### src/rtl/clock_set_ctrl_pkg.sv
// Shared types and limits for the 12-hour clock set controller.
package clock_pkg;

  typedef enum logic [1:0] {
    RUN      = 2'd0,
    SET_HR   = 2'd1,
    SET_MIN  = 2'd2,
    SET_AMPM = 2'd3
  } mode_t;

  localparam logic [3:0] HOURS_MAX = 4'd12;
  localparam logic [3:0] HOURS_MIN = 4'd1;
  localparam logic [5:0] MIN_MAX   = 6'd59;

  // Hours outside 1..12 coming from the core are treated as 12.
  function automatic logic [3:0] sanitize_hours(input logic [3:0] h);
    return (h >= HOURS_MIN && h <= HOURS_MAX) ? h : HOURS_MAX;
  endfunction

endpackage

### src/rtl/clock_set_ctrl_if.sv
// Bus between the set controller (master) and the 12-hour timekeeping core (slave).
interface clock_set_ctrl_if;
  logic       tick_en;
  logic       load;
  logic [3:0] load_hours;
  logic [5:0] load_minutes;
  logic [5:0] load_seconds;
  logic       load_am_pm;
  logic [3:0] cur_hours;
  logic [5:0] cur_minutes;
  logic       cur_am_pm;

  modport master (
    output tick_en, load, load_hours, load_minutes, load_seconds, load_am_pm,
    input  cur_hours, cur_minutes, cur_am_pm
  );

  modport slave (
    input  tick_en, load, load_hours, load_minutes, load_seconds, load_am_pm,
    output cur_hours, cur_minutes, cur_am_pm
  );
endinterface

### src/rtl/clock_set_ctrl_btn_debounce.sv
// Button conditioner: 2-FF synchroniser, stable-count debounce, rising-edge pulse.
module btn_debounce #(
  parameter int unsigned DEBOUNCE_CYC = 16
) (
  input  logic clk,
  input  logic rst,
  input  logic btn_raw,
  output logic press_evt
);

  localparam int unsigned CW = (DEBOUNCE_CYC > 1) ? $clog2(DEBOUNCE_CYC) : 1;
  localparam logic [CW-1:0] CNT_LAST = CW'(DEBOUNCE_CYC - 1);

  logic [1:0]    sync_q, sync_d;
  logic [CW-1:0] cnt_q, cnt_d;
  logic          level_q, level_d;
  logic          evt_q, evt_d;

  // Accept a level change only after DEBOUNCE_CYC consecutive differing samples;
  // the press pulse is issued on the same edge the level rises.
  always_comb begin
    sync_d  = {sync_q[0], btn_raw};
    level_d = level_q;
    cnt_d   = '0;
    evt_d   = 1'b0;
    if (sync_q[1] != level_q) begin
      if (cnt_q == CNT_LAST) begin
        level_d = sync_q[1];
        evt_d   = sync_q[1];
      end else begin
        cnt_d = cnt_q + 1'b1;
      end
    end
  end

  // State registers.
  always_ff @(posedge clk or posedge rst) begin
    if (rst) begin
      sync_q  <= '0;
      cnt_q   <= '0;
      level_q <= 1'b0;
      evt_q   <= 1'b0;
    end else begin
      sync_q  <= sync_d;
      cnt_q   <= cnt_d;
      level_q <= level_d;
      evt_q   <= evt_d;
    end
  end

  assign press_evt = evt_q;

endmodule

### src/rtl/clock_set_ctrl.sv
// 1 Hz tick generator and button-driven hours/minutes/AM-PM set sequencer.
module clock_set_ctrl
  import clock_pkg::*;
#(
  parameter int unsigned CLK_HZ       = 50_000_000,
  parameter int unsigned DEBOUNCE_CYC = 16
) (
  input  logic                    clk,
  input  logic                    rst,
  input  logic                    btn_mode,
  input  logic                    btn_inc,
  clock_set_ctrl_if.master        core,
  output logic [1:0]              mode,
  output logic                    blink
);

  localparam int unsigned PW = $clog2(CLK_HZ);
  localparam logic [PW-1:0] PS_LAST = PW'(CLK_HZ - 1);
  localparam logic [PW-1:0] PS_HALF = PW'(CLK_HZ / 2);

  logic mode_evt, inc_evt;

  btn_debounce #(.DEBOUNCE_CYC(DEBOUNCE_CYC)) u_mode_btn (
    .clk       (clk),
    .rst       (rst),
    .btn_raw   (btn_mode),
    .press_evt (mode_evt)
  );

  btn_debounce #(.DEBOUNCE_CYC(DEBOUNCE_CYC)) u_inc_btn (
    .clk       (clk),
    .rst       (rst),
    .btn_raw   (btn_inc),
    .press_evt (inc_evt)
  );

  mode_t         state_q, state_d;
  logic [PW-1:0] ps_q, ps_d;
  logic          tick_q, tick_d;
  logic          load_q, load_d;
  logic [3:0]    hr_q, hr_d;
  logic [5:0]    min_q, min_d;
  logic          pm_q, pm_d;

  // Next-state: prescaler, mode sequencing (mode press beats inc press), shadow edits.
  always_comb begin
    state_d = state_q;
    ps_d    = (ps_q == PS_LAST) ? '0 : ps_q + 1'b1;
    tick_d  = (state_q == RUN) && (ps_q == PS_LAST);
    load_d  = 1'b0;
    hr_d    = hr_q;
    min_d   = min_q;
    pm_d    = pm_q;
    if (mode_evt) begin
      unique case (state_q)
        RUN: begin
          state_d = SET_HR;
          hr_d    = sanitize_hours(core.cur_hours);
          min_d   = core.cur_minutes;
          pm_d    = core.cur_am_pm;
        end
        SET_HR:  state_d = SET_MIN;
        SET_MIN: state_d = SET_AMPM;
        SET_AMPM: begin
          state_d = RUN;
          load_d  = 1'b1;
          ps_d    = '0;
        end
      endcase
    end else if (inc_evt) begin
      unique case (state_q)
        SET_HR:   hr_d  = (hr_q == HOURS_MAX) ? HOURS_MIN : hr_q + 4'd1;
        SET_MIN:  min_d = (min_q >= MIN_MAX) ? '0 : min_q + 6'd1;
        SET_AMPM: pm_d  = ~pm_q;
        RUN:      ;
      endcase
    end
  end

  // State registers; reset returns to RUN with a 12:00 AM shadow.
  always_ff @(posedge clk or posedge rst) begin
    if (rst) begin
      state_q <= RUN;
      ps_q    <= '0;
      tick_q  <= 1'b0;
      load_q  <= 1'b0;
      hr_q    <= HOURS_MAX;
      min_q   <= '0;
      pm_q    <= 1'b0;
    end else begin
      state_q <= state_d;
      ps_q    <= ps_d;
      tick_q  <= tick_d;
      load_q  <= load_d;
      hr_q    <= hr_d;
      min_q   <= min_d;
      pm_q    <= pm_d;
    end
  end

  assign core.tick_en      = tick_q;
  assign core.load         = load_q;
  assign core.load_hours   = hr_q;
  assign core.load_minutes = min_q;
  assign core.load_seconds = '0;
  assign core.load_am_pm   = pm_q;
  assign mode              = state_q;
  assign blink             = (state_q != RUN) && (ps_q >= PS_HALF);

endmodule

### src/flat_wrapper.sv
// flat-port wrapper written by rule: the top's interface ports become plain ports
module clock_set_ctrl_flat import clock_pkg::*;
#(
  parameter int unsigned CLK_HZ       = 50_000_000,
  parameter int unsigned DEBOUNCE_CYC = 16
)
  (clk, rst, btn_mode, btn_inc, mode, blink, core_tick_en, core_load, core_load_hours, core_load_minutes, core_load_seconds, core_load_am_pm, core_cur_hours, core_cur_minutes, core_cur_am_pm);
  clock_set_ctrl_if core_i ();
  input  logic clk;
  input  logic rst;
  input  logic btn_mode;
  input  logic btn_inc;
  output logic [1:0] mode;
  output logic blink;
  output wire logic [$bits(core_i.tick_en)-1:0] core_tick_en;
  output wire logic [$bits(core_i.load)-1:0] core_load;
  output wire logic [$bits(core_i.load_hours)-1:0] core_load_hours;
  output wire logic [$bits(core_i.load_minutes)-1:0] core_load_minutes;
  output wire logic [$bits(core_i.load_seconds)-1:0] core_load_seconds;
  output wire logic [$bits(core_i.load_am_pm)-1:0] core_load_am_pm;
  input wire logic [$bits(core_i.cur_hours)-1:0] core_cur_hours;
  input wire logic [$bits(core_i.cur_minutes)-1:0] core_cur_minutes;
  input wire logic [$bits(core_i.cur_am_pm)-1:0] core_cur_am_pm;
  assign core_tick_en = core_i.tick_en;
  assign core_load = core_i.load;
  assign core_load_hours = core_i.load_hours;
  assign core_load_minutes = core_i.load_minutes;
  assign core_load_seconds = core_i.load_seconds;
  assign core_load_am_pm = core_i.load_am_pm;
  assign core_i.cur_hours = core_cur_hours;
  assign core_i.cur_minutes = core_cur_minutes;
  assign core_i.cur_am_pm = core_cur_am_pm;
  clock_set_ctrl #(.CLK_HZ(CLK_HZ), .DEBOUNCE_CYC(DEBOUNCE_CYC)) u_core (.clk(clk), .rst(rst), .btn_mode(btn_mode), .btn_inc(btn_inc), .core(core_i), .mode(mode), .blink(blink));
endmodule
### config.mk
export PLATFORM = sky130hd
export DESIGN_NAME = clock_set_ctrl_flat
export DESIGN_NICKNAME = d
export VERILOG_FILES = /design/src/rtl/clock_set_ctrl_pkg.sv /design/src/rtl/clock_set_ctrl_if.sv /design/src/rtl/clock_set_ctrl_btn_debounce.sv /design/src/rtl/clock_set_ctrl.sv /design/src/flat_wrapper.sv
export SDC_FILE = /design/constraint.sdc
export NUM_CORES = 1
export LEC_CHECK = 0
export ABC_AREA = 1
export CAP_MARGIN = 40
export CORE_ASPECT_RATIO = 1.2
export CORE_UTILIZATION = 60
export CTS_CLUSTER_SIZE = 14
export DETAILED_ROUTE_END_ITERATION = 7
export PLACE_DENSITY = 0.85
export RECOVER_POWER = 50
export SYNTH_ARGS = -nofsm -noshare
export SYNTH_HDL_FRONTEND = slang
export SYNTH_SLANG_ARGS = --single-unit
### constraint.sdc
create_clock -name clk -period 5.17 [get_ports clk]
set_input_delay 1.2925 -clock clk [delete_from_list [all_inputs] [get_ports clk]]
set_output_delay 1.2925 -clock clk [all_outputs]
set_load 0.02 [all_outputs]
# Yosys cells after proc, flatten, opt, wreduce, memory -nomap -nowiden
# Cells that the tools add are included.
dict set report word_totals {
  inputBits 15
  register_bits 57
  mem_count 0
  ramBits 0
  romBits 0
  elab_cells 78
  latchBits 0
}
dict set report op_classes {
  n_lt_le_gt_ge 4
  bitwise 1
  eq_ne 10
  mul 0
  n_addsub 5
  shift 0
  n_reduce_logical 14
  div 0
  mux 29
}
# operator count
set op_table {}
lappend op_table {{$mux 26} 3}
lappend op_table {{$mux 4} 10}
lappend op_table {{$mux 6} 5}
lappend op_table {{$add 26x1->26 const B} 1}
lappend op_table {{$eq 26x26->1 const B} 1}
lappend op_table {{$ge 26x25->1 const B} 1}
lappend op_table {{$add 4x1->4 const B} 3}
lappend op_table {{$eq 4x4->1 const B} 3}
lappend op_table {{$mux 1} 10}
lappend op_table {{$reduce_bool 2->1} 5}
lappend op_table {{$reduce_and 3->1} 3}
lappend op_table {{$pmux 2 s4} 1}
lappend op_table {{$add 6x1->6 const B} 1}
lappend op_table {{$ge 6x6->1 const B} 1}
lappend op_table {{$eq 2x2->1 const B} 2}
lappend op_table {{$ge 4x1->1 const B} 1}
lappend op_table {{$le 4x4->1 const B} 1}
lappend op_table {{$reduce_and 2->1} 2}
lappend op_table {{$logic_and 1x1->1} 3}
lappend op_table {{$eq 2x1->1 const B} 1}
lappend op_table {{$logic_not 2->1} 1}
lappend op_table {{$ne 1x1->1} 2}
lappend op_table {{$ne 2x1->1 const B} 1}
lappend op_table {{$not 1->1} 1}

# Logic depth before layout (Yosys ltp)
dict set report logic_depth {
  word_depth 5
  depth_mapped 10
}

# By module
# From an unflattened synthesis, not the netlist that was laid out.
dict set report hier_totals {
  cells_unflattened 424
  hier_area_um2 3294.4
}
# module cells_each instances area_per_inst_um2
set modules_own_cells {}
lappend modules_own_cells {clock_set_ctrl 362 1 2636.3}
lappend modules_own_cells {btn_debounce 31 2 329.1}

# Worst setup path after synthesis
# No wires, ideal clock.
dict set report synth_timing {
  path_kind {flip-flop to output port}
  startpoint {register u_core.ps_q[13]}
  endpoint {output port blink}
  setup_slack_ns 2.676
  stages_incl_launch_ff 9
  required_ns 3.878
  t_arrival_ns 1.202
  path_cell_list {dfrtp_1 -> nand2_1 -> inv_2 -> nand2_1 -> nor2_1 -> o21ai_0 -> nand2_1 -> nand2_1 -> a21oi_1}
}
dict set report synth_via {
  elab_chain_len 2
}
# element line
set synth_rtl {}
lappend synth_rtl {{from (decl)} clock_set_ctrl.sv:38} ;# logic [PW-1:0] ps_q, ps_d;
lappend synth_rtl {{from (signal assigned)} clock_set_ctrl.sv:92} ;# ps_q <= ps_d;
lappend synth_rtl {{$ge 26x25->1} clock_set_ctrl.sv:108} ;# assign blink = (state_q != RUN) && (ps_q >= PS_HALF);
lappend synth_rtl {{$logic_and 1x1->1} clock_set_ctrl.sv:108}
lappend synth_rtl {{to (decl)} flat_wrapper.sv:14} ;# output logic blink;
# No other way between the ends.

# Final worst setup path
# Ends and elaborated chain as after synthesis.

==> results_tabular.tex <==
\begin{tabular}{lr}
\hline
Metric & Value \\
\hline
\multicolumn{2}{l}{\textbf{Run status}} \\
Outcome & completed \\
\multicolumn{2}{l}{\textbf{Clock tree}} \\
Maximum number of buffers from clock root to sink & 2 \\
Clock latency on the worst-skew pair & 0.35 ns \\
PostCTS Resize Cnt & 0 \\
Max H-tree Level & 3 \\
Clock tree from TritonCTS & yes \\
Number of post-CTS setup repair buffers & 0 \\
Clk sink count & 57 \\
Post-CTS Hold Fix Bufs & 0 \\
Clk pin slew, worst setup/hold paths & 0.07 ns \\
Buffer cell driving the clock tree root & sky130\_fd\_sc\_hd\_\_clkbuf\_8 \\
CTS Buf Count & 9 \\
\multicolumn{2}{l}{\textbf{Place}} \\
Count of input and output buffers & 30 \\
Gpl congestion & 0.9500 \\
Final HPWL DP & 4962 µm \\
\multicolumn{2}{l}{\textbf{Floorplanning}} \\
Die boundary width & 68.70 µm \\
Core Area & 5045 µm² \\
Area enclosed by the die boundary & 5636 µm² \\
I/O pin total & 37 \\
Number of standard-cell rows in the floorplan & 28 \\
Vert. Die Dim & 82.04 µm \\
Starting Density & 63.49\% \\
\multicolumn{2}{l}{\textbf{Critical path}} \\
Kind of launch point of the worst setup path & flip-flop \\
Endpoint type of the worst setup path & primary output \\
Setup slack on the worst flop-to-flop path & 2.84 ns \\
Arrival @ worst endpoint & 2.07 ns \\
Start-to-end type of the worst setup path & flip-flop to primary output \\
Req. time, crit path & 3.88 ns \\
Maximum fanout along the worst path & 7 \\
\multicolumn{2}{l}{\textbf{Timing}} \\
Final slew viol count & 0 \\
Final critical-path required period & 3.365 ns \\
Worst Tran Pin Value & 0.9569 ns \\
Number of setup violations in the final report & 0 \\
Fraction of the cycle the final worst path needs & 65.09\% \\
Endpoints failing hold & 0 \\
Total negative setup slack & 0 ns \\
Skew final & 0.01342 ns \\
Slew Limit Headroom & 35.97\% \\
Fmax & 0.2972 GHz \\
Unrepaired setup endpoints after global routing & false \\
\multicolumn{2}{l}{\textbf{Drt}} \\
Remaining antenna violation count after routing & 0 \\
Initial detailed-routing violation count & 191 \\
Post-DR vias/cell & 5.415 \\
Total number of vias & 2816 \\
1st-pass router iterations & 5 \\
Aggregate routed wire length & 6998 µm \\
Routed length per instance & 13.46 µm \\
DRC violation count after routing & 0 \\
\multicolumn{2}{l}{\textbf{Final layout}} \\
Sequential cell area & 1429 µm² \\
Multi-input logic area & 1523 µm² \\
Layout overhead on the synthesized area & 16.95\% \\
Nets & 482 \\
Share of post-route cells with drive strength above 1 & 8.043\% \\
Total inserted antenna cells & 0 \\
Fillers & 394 \\
\multicolumn{2}{l}{\textbf{Synthesis}} \\
Post-Syn Area per Cell & 7.663 µm² \\
Number of standard cells after synthesis & 418 \\
Top cell type's share of synthesized area & 42.97\% \\
Distinct cells, synth & 30 \\
Library cell with the largest summed area after synthesis & sky130\_fd\_sc\_hd\_\_dfrtp\_1 \\
Top post-synthesis cells by area & sky130\_fd\_sc\_hd\_\_dfrtp\_1 (43\%), sky130\_fd\_sc\_hd\_\_nand2\_1 (12\%), sky130\_fd\_sc\_hd\_\_nor2\_1 (9.5\%) \\
Yosys warnings & 0 \\
Synthesis-stage register bit count & 57 \\
Share of async-settable or async-resettable flops after synthesis & 100.0\% \\
EDFF count, synth & 0 \\
Post-synthesis cell area & 3203 µm² \\
Commonest cells in the netlist & sky130\_fd\_sc\_hd\_\_nand2\_1 (99), sky130\_fd\_sc\_hd\_\_nor2\_1 (81), sky130\_fd\_sc\_hd\_\_dfrtp\_1 (55) \\
Share of synthesized area occupied by flip-flops and latches & 44.61\% \\
Leading cell type by number of instances after synthesis & sky130\_fd\_sc\_hd\_\_nand2\_1 \\
Post-synth top flop & sky130\_fd\_sc\_hd\_\_dfrtp\_1 \\
\multicolumn{2}{l}{\textbf{Hold path}} \\
Path category of the worst min-delay check & flip-flop to flip-flop \\
\multicolumn{2}{l}{\textbf{Global routing}} \\
Global-route congestion overflow total & 0 \\
Global-route wire length before repair & 11030 µm \\
Maximum number of pins on one net before global-route repair & 58 \\
Number of antenna violations at the first check in global routing & 0 \\
Number of global-route vias before repair & 2577 \\
Global Route Usage Sum & 26.98\% \\
\multicolumn{2}{l}{\textbf{Power}} \\
Leak & 1.823 nW \\
Total power of the final layout & 0.9680 mW \\
Cell-internal power & 0.7411 mW \\
Fraction of power consumed by sequential logic & 47.0\% \\
Switching Fraction & 23.44\% \\
Net switching power & 0.2269 mW \\
Proportion of power drawn by combinational gates & 3.6\% \\
Pwr Density & 258.4 nW/µm² \\
Proportion of power drawn by the clock network & 49.5\% \\
Peak supply drop & 216.4 µV \\
\multicolumn{2}{l}{\textbf{Run}} \\
Maximum Capacitance Violations & 0 \\
\hline
\end{tabular}
## power by group through the flow
stage	Combinational [mW]	Sequential, mW	Clock, mW
after floorplan	0.0230	0.462	0
after global placement	0.0347	0.463	0
after detailed placement	0.0357	0.463	0
after CTS	0.0360	0.455	0.485
after global routing	0.0392	0.455	0.504
final	0.0345	0.455	0.479
## cell usage in the layout (no fill, tap or decap)
cell type	count
sky130_fd_sc_hd__conb_1	6
sky130_fd_sc_hd__dfrtp_1	55
sky130_fd_sc_hd__clkinv_1	1
sky130_fd_sc_hd__ha_1	12
sky130_fd_sc_hd__nand3b_1	2
sky130_fd_sc_hd__nand3_1	20
sky130_fd_sc_hd__clkinv_4	4
sky130_fd_sc_hd__or2_2	4
sky130_fd_sc_hd__o21ai_0	8
sky130_fd_sc_hd__nor4_1	1
sky130_fd_sc_hd__dlygate4sd3_1	5
sky130_fd_sc_hd__clkdlybuf4s50_1	25
sky130_fd_sc_hd__xor2_1	12
sky130_fd_sc_hd__nand3_2	2
sky130_fd_sc_hd__nand2_2	4
sky130_fd_sc_hd__buf_4	1
sky130_fd_sc_hd__o22ai_1	1
sky130_fd_sc_hd__nand2_1	99
sky130_fd_sc_hd__a31oi_1	4
sky130_fd_sc_hd__nor2_2	4
sky130_fd_sc_hd__nor2_4	1
sky130_fd_sc_hd__xnor2_1	5
sky130_fd_sc_hd__dfstp_2	2
sky130_fd_sc_hd__a21oi_1	21
sky130_fd_sc_hd__o21bai_1	3
sky130_fd_sc_hd__nor3_1	6
sky130_fd_sc_hd__clkbuf_8	9
sky130_fd_sc_hd__nor2_1	83
sky130_fd_sc_hd__inv_2	3
sky130_fd_sc_hd__inv_6	1
sky130_fd_sc_hd__nand4_1	5
sky130_fd_sc_hd__bufinv_16	2
sky130_fd_sc_hd__inv_1	45
sky130_fd_sc_hd__a22oi_1	4
## layer usage
layer	global-route usage [%]	vias up	wire, µm
met5	0	-	0
met4	12.65	0	176
met3	9.444	20	499
met2	41.47	119	3276
met1	33.66	1295	3046
li1	-	1382	-
## per-stage QoR
stage / std cells / worst slack [ns] / cell area (µm²) / util (%) / hold WS, ns
6_report: 520 / 1.805 / 3746 / 74.26 / 0.3574
2_1_floorplan: 423 / 2.481 / 3222 / - / 0.3312
5_1_grt: 520 / 1.687 / 3746 / 74.26 / 0.3601
3_5_place_dp: 504 / 2.216 / 3528 / 69.94 / 0.3411
3_3_place_gp: 504 / 2.210 / 3528 / 69.94 / 0.3332
4_1_cts: 520 / 1.802 / 3756 / 74.45 / 0.3598
## worst max-delay path: stages, from the launching register on
cell and delay, ns:
sky130_fd_sc_hd__dfrtp_1 0.45, sky130_fd_sc_hd__nand2_1 0.11, sky130_fd_sc_hd__inv_2 0.09, sky130_fd_sc_hd__nand2_1 0.05, sky130_fd_sc_hd__nor2_1 0.09, sky130_fd_sc_hd__o21ai_0 0.09, sky130_fd_sc_hd__nand2_1 0.07, sky130_fd_sc_hd__nand2_1 0.05
sky130_fd_sc_hd__a21oi_1 0.11, sky130_fd_sc_hd__clkdlybuf4s50_1 0.61
## final timing paths
| path | start | endpoint | depth (start not counted) |
|---|---|---|---|
| max | u_core.ps_q[13] | blink | 9 |
| max in group asynchronous | rst | u_core.ps_q[24] | 3 |
| min | u_core.u_mode_btn.sync_q[0] | u_core.u_mode_btn.sync_q[1] | 0 |
| min in group asynchronous | rst | u_core.u_mode_btn.cnt_q[3] | 3 |
| min reg2reg | u_core.u_mode_btn.sync_q[0] | u_core.u_mode_btn.sync_q[1] | 0 |
| max reg2reg | u_core.ps_q[0] | u_core.ps_q[8] | 8 |
## sequential cells by signal (all words and copies together), names as in the netlist
name,count
u_core.mode,2
u_core.u_inc_btn.press_evt,1
u_core.ps_q,26
u_core.u_inc_btn.cnt_q,4
u_core.core.load,1
u_core.core.load_am_pm,1
u_core.core.load_minutes,6
u_core.core.tick_en,1
u_core.u_mode_btn.sync_q,2
u_core.u_inc_btn.sync_q,2
u_core.u_mode_btn.press_evt,1
u_core.core.load_hours,4
u_core.u_mode_btn.level_q,1
u_core.u_mode_btn.cnt_q,4
u_core.u_inc_btn.level_q,1
## cell type report
class	count	area share [%]
Clock buffer	9	3.307
Clock inverter	7	2.772
Inverter	49	4.910
Multi-Input combinational cell	307	40.65
Sequential cell	57	38.14
Tap cell	60	2.004
Timing Repair Buffer	31	8.216
## kinds of logic (layout without fill, tap and decap cells)
| kind of cell | after synthesis | after routing | share of synthesized area [%] |
|---|---|---|---|
| AND/OR/NAND/NOR | 231 | 231 | 30.66 |
| buffers and inverters | 59 | 96 | 8.125 |
| flip-flops | 57 | 57 | 44.61 |
| AO/OA/AOI/OAI | 41 | 41 | 7.148 |
| XOR/XNOR | 17 | 17 | 4.648 |
| adder cells (fa/ha/maj) | 12 | 12 | 4.687 |
| other | 1 | 6 | 0.1171 |
(Power assumes the default switching activity.)
